--- src/rtl/bcd_counter_if.sv ---
// Bus bundle for bcd_counter: control inputs, load value and count/status outputs.
interface bcd_counter_if #(
    parameter int DIGITS = 2
) ();
    logic                  en;
    logic                  up;
    logic                  clr;
    logic                  load;
    logic [4*DIGITS-1:0]   load_val;
    logic [4*DIGITS-1:0]   count;
    logic                  tc;
    logic                  wrap;
    logic                  load_err;

    modport master (
        output en, up, clr, load, load_val,
        input  count, tc, wrap, load_err
    );

    modport slave (
        input  en, up, clr, load, load_val,
        output count, tc, wrap, load_err
    );
endinterface

--- src/rtl/bcd_counter.sv ---
// Multi-decade packed-BCD up/down counter with clear, clamped load,
// wrap-or-saturate ends, combinational terminal count and registered
// wrap / invalid-load pulses.
module bcd_counter #(
    parameter int DIGITS = 2,
    parameter bit WRAP   = 1'b1
) (
    input  logic          clk,
    input  logic          rstn,
    bcd_counter_if.slave  bus
);
    localparam int W = 4 * DIGITS;

    logic [W-1:0] count_q, count_d;
    logic         wrap_q, wrap_d;
    logic         load_err_q, load_err_d;
    logic         all9_s, all0_s, tc_s;
    logic [W-1:0] load_clamped_s;
    logic         load_bad_s;

    // Any digit above 9 becomes 9; a stray non-BCD digit can never be loaded.
    function automatic logic [3:0] clamp_digit(input logic [3:0] d);
        return (d > 4'd9) ? 4'd9 : d;
    endfunction

    // Ripple increment: a digit steps only while every lower digit rolled over.
    function automatic logic [W-1:0] bcd_inc(input logic [W-1:0] v);
        logic [W-1:0] r;
        logic         carry;
        r     = v;
        carry = 1'b1;
        for (int i = 0; i < DIGITS; i++) begin
            if (carry) begin
                if (v[4*i +: 4] >= 4'd9) begin
                    r[4*i +: 4] = 4'd0;
                end else begin
                    r[4*i +: 4] = v[4*i +: 4] + 4'd1;
                    carry       = 1'b0;
                end
            end else begin
                r[4*i +: 4] = v[4*i +: 4];
            end
        end
        return r;
    endfunction

    // Ripple decrement: a digit at 0 borrows and becomes 9; an illegal digit lands on 9.
    function automatic logic [W-1:0] bcd_dec(input logic [W-1:0] v);
        logic [W-1:0] r;
        logic         borrow;
        r      = v;
        borrow = 1'b1;
        for (int i = 0; i < DIGITS; i++) begin
            if (borrow) begin
                if (v[4*i +: 4] == 4'd0) begin
                    r[4*i +: 4] = 4'd9;
                end else if (v[4*i +: 4] > 4'd9) begin
                    r[4*i +: 4] = 4'd9;
                    borrow      = 1'b0;
                end else begin
                    r[4*i +: 4] = v[4*i +: 4] - 4'd1;
                    borrow      = 1'b0;
                end
            end else begin
                r[4*i +: 4] = v[4*i +: 4];
            end
        end
        return r;
    endfunction

    // End-of-range detection and clamped load value with its error flag.
    always_comb begin
        all9_s         = 1'b1;
        all0_s         = 1'b1;
        load_bad_s     = 1'b0;
        load_clamped_s = '0;
        for (int i = 0; i < DIGITS; i++) begin
            if (count_q[4*i +: 4] != 4'd9) all9_s = 1'b0;
            if (count_q[4*i +: 4] != 4'd0) all0_s = 1'b0;
            if (bus.load_val[4*i +: 4] > 4'd9) load_bad_s = 1'b1;
            load_clamped_s[4*i +: 4] = clamp_digit(bus.load_val[4*i +: 4]);
        end
    end

    // Next-state selection with priority clr > load > en.
    always_comb begin
        count_d    = count_q;
        wrap_d     = 1'b0;
        load_err_d = 1'b0;
        if (bus.clr) begin
            count_d = '0;
        end else if (bus.load) begin
            count_d    = load_clamped_s;
            load_err_d = load_bad_s;
        end else if (bus.en) begin
            if (bus.up) begin
                if (all9_s) begin
                    if (WRAP) begin
                        count_d = '0;
                        wrap_d  = 1'b1;
                    end else begin
                        count_d = count_q;
                    end
                end else begin
                    count_d = bcd_inc(count_q);
                end
            end else begin
                if (all0_s) begin
                    if (WRAP) begin
                        count_d = {DIGITS{4'd9}};
                        wrap_d  = 1'b1;
                    end else begin
                        count_d = count_q;
                    end
                end else begin
                    count_d = bcd_dec(count_q);
                end
            end
        end else begin
            count_d = count_q;
        end
    end

    // Terminal count for cascading: suppressed while clear or load owns the edge.
    always_comb begin
        tc_s = 1'b0;
        if (bus.en && !bus.clr && !bus.load) begin
            tc_s = bus.up ? all9_s : all0_s;
        end else begin
            tc_s = 1'b0;
        end
    end

    // State registers with immediate asynchronous reset.
    always_ff @(posedge clk or negedge rstn) begin
        if (!rstn) begin
            count_q    <= '0;
            wrap_q     <= 1'b0;
            load_err_q <= 1'b0;
        end else begin
            count_q    <= count_d;
            wrap_q     <= wrap_d;
            load_err_q <= load_err_d;
        end
    end

    assign bus.count    = count_q;
    assign bus.wrap     = wrap_q;
    assign bus.load_err = load_err_q;
    assign bus.tc       = tc_s;
endmodule

--- src/flat_wrapper.sv ---
// flat-port wrapper written by rule: the top's interface ports become plain ports
module bcd_counter_flat 
#(
    parameter int DIGITS = 2,
    parameter bit WRAP   = 1'b1
)
  (clk, rstn, bus_en, bus_up, bus_clr, bus_load, bus_load_val, bus_count, bus_tc, bus_wrap, bus_load_err);
  bcd_counter_if #(.DIGITS(DIGITS)) bus_i ();
  input  logic clk;
  input  logic rstn;
  input wire logic [$bits(bus_i.en)-1:0] bus_en;
  input wire logic [$bits(bus_i.up)-1:0] bus_up;
  input wire logic [$bits(bus_i.clr)-1:0] bus_clr;
  input wire logic [$bits(bus_i.load)-1:0] bus_load;
  input wire logic [$bits(bus_i.load_val)-1:0] bus_load_val;
  output wire logic [$bits(bus_i.count)-1:0] bus_count;
  output wire logic [$bits(bus_i.tc)-1:0] bus_tc;
  output wire logic [$bits(bus_i.wrap)-1:0] bus_wrap;
  output wire logic [$bits(bus_i.load_err)-1:0] bus_load_err;
  assign bus_i.en = bus_en;
  assign bus_i.up = bus_up;
  assign bus_i.clr = bus_clr;
  assign bus_i.load = bus_load;
  assign bus_i.load_val = bus_load_val;
  assign bus_count = bus_i.count;
  assign bus_tc = bus_i.tc;
  assign bus_wrap = bus_i.wrap;
  assign bus_load_err = bus_i.load_err;
  bcd_counter #(.DIGITS(DIGITS), .WRAP(WRAP)) u_core (.clk(clk), .rstn(rstn), .bus(bus_i));
endmodule
--- config.mk ---
export PLATFORM = sky130hd
export DESIGN_NAME = bcd_counter_flat
export DESIGN_NICKNAME = d
export VERILOG_FILES = /design/src/rtl/bcd_counter_if.sv /design/src/rtl/bcd_counter.sv /design/src/flat_wrapper.sv
export SDC_FILE = /design/constraint.sdc
export NUM_CORES = 1
export LEC_CHECK = 0
export CELL_PAD_IN_SITES_DETAIL_PLACEMENT = 0
export CELL_PAD_IN_SITES_GLOBAL_PLACEMENT = 1
export CORE_MARGIN = 2
export CORE_UTILIZATION = 38
export DETAILED_ROUTE_END_ITERATION = 7
export PLACE_DENSITY_LB_ADDON = 0.1
export SYNTH_ARGS = -nofsm -noshare
export SYNTH_HDL_FRONTEND = slang
export SYNTH_SLANG_ARGS = --single-unit
--- constraint.sdc ---
create_clock -name clk -period 4.5 [get_ports clk]
set_input_delay 0.45 -clock clk [delete_from_list [all_inputs] [get_ports clk]]
set_output_delay 0.45 -clock clk [all_outputs]
set_load 0.01 [all_outputs]
### Word level (Yosys, flattened, before mapping)

Cells that the tools add are included.

| word-level totals | value |
|---|---|
| flip-flop bits (word level) | 10 |
| output and inout port bits | 11 |

| cells by class | value |
|---|---|
| add/sub/neg operators | 4 |
| multiplexer cells | 44 |
| order comparisons | 6 |
| reduce and logical (&&, ||, !) cells | 11 |
| equality and inequality tests | 3 |

Operator list:

| kind | count |
|---|---|
| 8-bit 2-to-1 mux | 6 |
| 4-bit 2-to-1 mux | 10 |
| 1-bit 2-to-1 mux | 28 |
| 4-bit greater-than comparator, second input constant | 4 |
| 4-bit by 1-bit adder with 4-bit output, second input constant | 2 |
| 4-bit greater-or-equal comparator, second input constant | 2 |
| 4-bit zero test | 2 |
| 4-bit != test, second input constant | 2 |
| 4-bit nonzero test | 2 |
| 4-bit by 1-bit subtractor with 4-bit output, second input constant | 2 |
| 5-bit by 1-bit != test with 1-bit output, second input constant | 1 |
| 5-bit nonzero test | 1 |
| 3-bit AND reduction | 1 |
| 3-bit nonzero test | 1 |
| 1-bit logical AND | 2 |
| 1-bit zero test | 2 |

### Depth between registers and ports, before layout

Gate-level depths: netlist (run 1).

| depth | value |
|---|---|
| word-level depth | 14 |
| gate-level depth with buffers | 7 |

### Worst setup path after synthesis (run 1)

Ideal clock, no wire load.

| timing path | value |
|---|---|
| path type | register to output |
| from | reg u_core.count_q[1] (netlist: u_core.bus.count[1]) |
| to | out bus_tc |
| stages on the path, launching flop included | 6 |
| path slack | 2378 ps |
| arrival | 1672 ps |
| cell sequence | dfrtp_1 -> inv_1 -> ha_1 -> nor3b_1 -> a31oi_1 -> nor4b_1 |

| on the way | value |
|---|---|
| longest elaborated chain between the ends | 5 |
| elaborated cells on any way between the ends | 8 |
| those cells by class | eq/ne: 1; mux: 6; reduce/logical: 1 |

Ends and longest elaborated chain:

| element | line | source |
|---|---|---|
| start, declared | bcd_counter.sv:14 | `logic [W-1:0] count_q, count_d;` |
| start signal, assigned | bcd_counter.sv:141 | `count_q <= count_d;` |
| 4-bit != test or 4-bit nonzero test (tied branches) | bcd_counter.sv:78, bcd_counter.sv:79 |  |
| 1-bit 2-to-1 mux (on tied branches) (2 in series) | bcd_counter.sv:78, bcd_counter.sv:79 |  |
| 1-bit 2-to-1 mux * | bcd_counter.sv:128 | `tc_s = bus.up ? all9_s : all0_s;` |
| 1-bit 2-to-1 mux * | bcd_counter.sv:127 | `if (bus.en && !bus.clr && !bus.load) begin` |
| end, declared | flat_wrapper.sv:17 | `output wire logic [$bits(bus_i.tc)-1:0] bus_tc;` |

Mark *: on every way between the ends. The rest lies on a longest branch, timed or not.

### Final worst setup path (run 1)

| timing path | value |
|---|---|
| from | reg u_core.count_q[0] (netlist: u_core.bus.count[0]) |
| to | out bus_tc |

Same word-level chain as after synthesis.

==> run_results.csv, run 1 <==
group,metric,value,unit
power,p_leak,0.518,nW
cts,path_clk_slew,0.06,ns
setup_path,worstSetupPathType,"reg -> out",
cts,root_buffer,"clkbuf_4",
floorplanning,std_cell_rows,19,
drt,dr.first_iter.drc_count,37,
cts,cts_setup_buffers,0,
setup_path,required,4.05,ns
cts,cts_made_buffers,3,
timing,grt_setup_unrepaired,"no",
setup_path,end_kind,"output port",
layout,nNetsFinal,173,
timing,period_share,65.4,%
layout,areaGrowthSynthToFinish,24.7,%
synthesis,syn-cell-area,1040,sq um
floorplanning,die_w,56.4,microns
synthesis,ys_warn_count,0,
setup_path,cp_top_family,"buffers and inverters",
synthesis,syn_avg_cell_area,7.97,sq um
floorplanning,io_pins,25,
synthesis,synth_cell_type_count,46,
drt,wl_per_cell,14.6,microns
drt,dr.pass1.iters,4,
synthesis,async_reset_ff_share,100,%
layout,fill_cells,270,
grt,grt_pass1_vias,1001,
cts,clkLatencyLatePin,0.26,ns
cts,h-tree-depth,1,
floorplanning,coreArea,2690,sq um
layout,antenna_cells,0,
synthesis,yosysTopAreaCell,"dfrtp_1",
cts,cts_buffer_depth,2,
synthesis,dominantRegCellSynth,"dfrtp_1",
grt,track_usage,17.7,%
setup_path,critPathBufInv,2,
placed_design,place_ws,1.65,ns
cts,hold_buffers,0,
synthesis,yosys-top-cells-area,"dfrtp_1, ha_1, a21oi_1",
setup_path,crit_fanout,9,
setup_path,slowest_delay,0.59,ns
cts,cts_resized,0,
drt,drt.antenna.violating_nets,0,
timing,timing.final.ws_setup,1.56,ns
timing,final.setup.tns,0,ns
cts,cts_sinks,10,
drt,routed_wl,2640,microns
cts,cts_tree,"yes",
hold_path,min_path_type,"in -> async",
synthesis,synth_top_area_share,24.0,%
synthesis,ys_seq_elements,10,
setup_path,slowest_stage,"clkdlybuf4s50_1",
grt,grt_max_degree,17,
grt,antenna_found_initial,0,
power,powerDensity,216,nW/um^2
setup_path,worst_ep_arrival_time,2.49,ns
timing,period_needed,2.94,ns
placed_design,place.gp.congestion,0.840,
flow_run,max_cap_viol_count,0,
layout,layout_common_cells,"clkdlybuf4s50_1, a21oi_1, nor2_1, dfrtp_1, inv_1",
floorplanning,die_height,56.4,microns
grt,overflow,0,
grt,grt_pass1_wl,4490,microns
power,vdd_drop_max,0.157,mV
timing,slew_violations,0,
timing,fmax,340,MHz
drt,drc,0,
floorplanning,die_area,3180,sq um
synthesis,yosysSeqAreaShare,24.0,%
setup_path,start_kind,"flip-flop",
drt,via_per_inst,5.90,
synthesis,syn_nets,152,
timing,skew,0.00159,ns
layout,drive_gt1_share,8.00,%
layout,final_common_cell,"clkdlybuf4s50_1",
setup_path,crit_chain,"inv_1 > ha_1 > nor3b_1 > a31oi_1 > nor4b_1 > clkdlybuf4s50_1",
timing,finalHoldViolCount,0,
timing,slew_headroom,64.6,%
placed_design,port_buffers,24,
drt,via_count,1068,
placed_design,hpwl,2000,microns
timing,tightest_slew,0.530,ns
timing,setup_viol,0,
floorplanning,start_util,38.8,%
status,status,"completed",
synthesis,synth_edf_count,0,
synthesis,netlist_instances,131,
## power by group
part	internal, mW	switching [mW]
combinational	0.0552	0.0572
clock	0.0308	0.0288
sequential	0.0954	0.0140
## routing by layer
layer | wire length, microns | GRT usage, %
met2 | 1220 | 26.9
met4 | 25 | 6.12
met3 | 164 | 1.84
met5 | 0 | 0
met1 | 1230 | 26.0
## state kept, by name, summed over array words and instances (netlist names)
register	count
u_core.bus.wrap	1
u_core.bus.load_err	1
u_core.bus.count	8
## cells by family (layout without fill, tap and decap cells)
group           count (synthesis)  after routing  share of synthesized area [%]
fa+ha+maj                       7              7                           8.39
simple gates                   47             47                           27.3
flops                          10             10                           24.0
buf+inv                        18             37                           8.15
compound gates                 49             49                           32.1
## per-stage QoR
stage | cells | total power [mW] | hold slack (ns) | utilization (%) | cell area, sq um
finish | 181 | 0.282 | 0.518 | 48.4 | 1300
global route | 181 | 0.304 | 0.540 | 48.4 | 1300
CTS | 181 | 0.284 | 0.520 | 48.4 | 1300
detailed placement | 178 | 0.223 | 0.771 | 47.6 | 1280
global placement | 178 | 0.223 | 0.751 | 47.6 | 1280
floorplan | 131 | 0.182 | 0.154 | - | 1040
## worst register-to-register path, cell delays in order (launching register included)
cell and delay (ns):
dfrtp_1 0.52, inv_1 0.09, ha_1 0.28, nor3b_2 0.19, nor2_2 0.14, o21ai_2 0.13, or3_1 0.45, a221oi_2 0.22
## area by class of cell
cell class                 instances  area [sq um]  share of cell area [%]
sequential                        10           250                    19.2
multi-input combinational        103           708                    54.4
tap                               31          38.8                    2.98
timing repair buffer              25           248                    19.0
clock buffer                       3          22.5                    1.73
inverter                           9          33.8                    2.60
## synth_stat cells (all sizes together), types with 5 or more instances
cell type and count:
a21oi 15, buf 5, dfrtp 10, ha 7, inv 9, nand2 7, nand2b 5, nor2 11
o21ai 7
## path summary, 6_finish.rpt
kind / from / end / slack (ns) / depth (start not counted)
min in group clk: u_core.bus.count[4] / u_core.bus.count[4] / 0.78 / 2
max reg2reg: u_core.bus.count[0] / u_core.bus.count[6] / 2.38 / 7
max in group asynchronous: rstn / u_core.bus.wrap / 3.66 / 1
max: u_core.bus.count[0] / bus_tc / 1.56 / 6
min reg2reg: u_core.bus.count[4] / u_core.bus.count[4] / 0.78 / 2
min: rstn / u_core.bus.load_err / 0.52 / 1
Note: power is estimated with default switching activity, not from simulation.
==> run 2: changes to the inputs <==
- CORE_UTILIZATION: 38 -> 36
- clock period: 4.5 -> 2.8 ns (I/O delays scaled with it)
==> run_results.csv, run 2 (synthesis results as in run 1) <==
group,metric,value,unit
status,status,"completed",
drt,drc,0,
setup_path,worstSetupPathType,"reg -> out",
layout,final_common_cell,"clkdlybuf4s50_1",
hold_path,min_path_type,"in -> async",
setup_path,worst_ep_arrival_time,1.97,ns
floorplanning,start_util,37.8,%
setup_path,cp_top_family,"simple AND/OR/NAND/NOR gates",
power,p_leak,0.557,nW
layout,areaGrowthSynthToFinish,29.5,%
timing,period_share,80.4,%
timing,period_needed,2.25,ns
power,vdd_drop_max,0.299,mV
power,p_seq_share,36.6,%
floorplanning,std_cell_rows,19,
power,intPower,0.300,mW
power,powerDensity,347,nW/um^2
layout,nNetsFinal,177,
setup_path,crit_chain,"inv_1 > ha_1 > inv_1 > nor4_1 > a31oi_1 > nor4b_1 > dlymetal6s2s_1",
setup_path,start_kind,"flip-flop",
layout,final_cells,185,
setup_path,critPathBufInv,3,
setup_path,end_kind,"output port",
drt,via_count,1081,
timing,slew_violations,0,
layout,multi_input_area,724,sq um
layout,layout_common_cells,"clkdlybuf4s50_1, a21oi_1, nor2_1, inv_1, dfrtp_1",
cts,path_clk_slew,0.07,ns
timing,slew_headroom,68.2,%
setup_path,slowest_delay,0.43,ns
cts,cts_setup_buffers,0,
cts,root_buffer,"clkbuf_4",
power,p_switching,0.169,mW
grt,grt_max_degree,24,
cts,cts_buffer_depth,2,
drt,dr.pass1.iters,4,
layout,drive_gt1_share,13.0,%
setup_path,crit_fanout,5,
placed_design,hpwl,2120,microns
flow_run,max_cap_viol_count,0,
floorplanning,die_w,57.8,microns
drt,wl_per_cell,14.8,microns
drt,dr.first_iter.drc_count,35,
drt,via_per_inst,5.84,
timing,setup_viol,0,
grt,grt_pass1_wl,4550,microns
floorplanning,die_height,57.8,microns
power,combinationalPowerShare,41.7,%
power,p_sw_share,36.1,%
floorplanning,die_area,3350,sq um
layout,regArea,251,sq um
timing,fmax,444,MHz
cts,cts_sinks,10,
grt,track_usage,17.0,%
timing,final.setup.tns,0,ns
placed_design,port_buffers,24,
grt,grt_pass1_vias,984,
cts,clkLatencyLatePin,0.26,ns
timing,skew,0.00114,ns
layout,fill_cells,279,
layout,final_core_util,49.0,%
setup_path,slowest_stage,"dfrtp_1",
setup_path,required,2.52,ns
cts,cts_made_buffers,3,
timing,tightest_slew,0.475,ns
placed_design,place_inst,182,
cts,cts_tree,"yes",
setup_path,critPathMostFrequentCell,"inv_1",
grt,antenna_found_initial,0,
power,power.share.clock,21.7,%
layout,largest_reg_flops,8,
timing,grt_setup_unrepaired,"no",
cts,h-tree-depth,1,
grt,overflow,0,
layout,antenna_cells,0,
timing,finalHoldViolCount,0,
placed_design,place.gp.congestion,0.816,
floorplanning,io_pins,25,
floorplanning,coreArea,2760,sq um
drt,routed_wl,2730,microns
drt,drt.antenna.violating_nets,0,
[run 2: power groups by stage]
stage | clock network [mW] | registers (mW) | logic (mW)
after CTS | 0.103 | 0.171 | 0.192
final | 0.102 | 0.172 | 0.196
after global routing | 0.109 | 0.174 | 0.217
after global placement | 0 | 0.173 | 0.193
after detailed placement | 0 | 0.173 | 0.190
after floorplan | 0 | 0.170 | 0.123
[run 2: final cells by class]
class | count | area share [%]
Timing Repair Buffer | 29 | 20.7
Multi-Input combinational cell | 103 | 53.6
Clock buffer | 3 | 1.67
Sequential cell | 10 | 18.6
Inverter | 9 | 2.50
Tap cell | 31 | 2.87
[run 2: layer usage]
metal	global-route usage, %	wire length (microns)	vias up
met5	0	0	-
met4	4.98	29	0
met3	2.46	173	4
met2	24.5	1170	41
met1	26.1	1360	504
li1	-	-	532
[run 2: metrics by stage]
stage / hold WS [ns] / worst slack [ns] / power, mW / cell area (sq um)
finish: 0.336 / 0.549 / 0.469 / 1350
global route: 0.358 / 0.349 / 0.500 / 1350
CTS: 0.353 / 0.0855 / 0.466 / 1340
detailed placement: 0.639 / 0.254 / 0.364 / 1310
global placement: 0.639 / 0.292 / 0.366 / 1310
floorplan: -0.0156 / 0.848 / 0.293 / 1040
[run 2: worst reg2reg max path, cell delays in order, from the launching register on]
cell	delay [ns]
dfrtp_1	0.53
inv_1	0.15
ha_1	0.21
nor2b_1	0.15
o22ai_1	0.25
o2bb2ai_1	0.11
or3_1	0.37
a221oi_2	0.23
[run 2: what timing repair did]
action / in CTS / in global routing
cloned: 0 / 0
setup endpoints to repair: 1 / 1
gates resized for setup: 1 / 5
hold buffers: 0 / 0
[run 2: worst paths after layout]
path,cells past startpoint,from,slack (ns),to
setup / recovery,7,u_core.bus.count[1],0.55,bus_tc
hold / removal,1,rstn,0.34,u_core.bus.count[3]
setup reg to reg,7,u_core.bus.count[4],0.71,u_core.bus.count[6]
hold reg to reg,2,u_core.bus.count[0],0.74,u_core.bus.count[0]
max in group asynchronous,1,rstn,2.12,u_core.bus.count[0]
min in group clk,3,bus_load_val[2],0.62,u_core.bus.count[2]
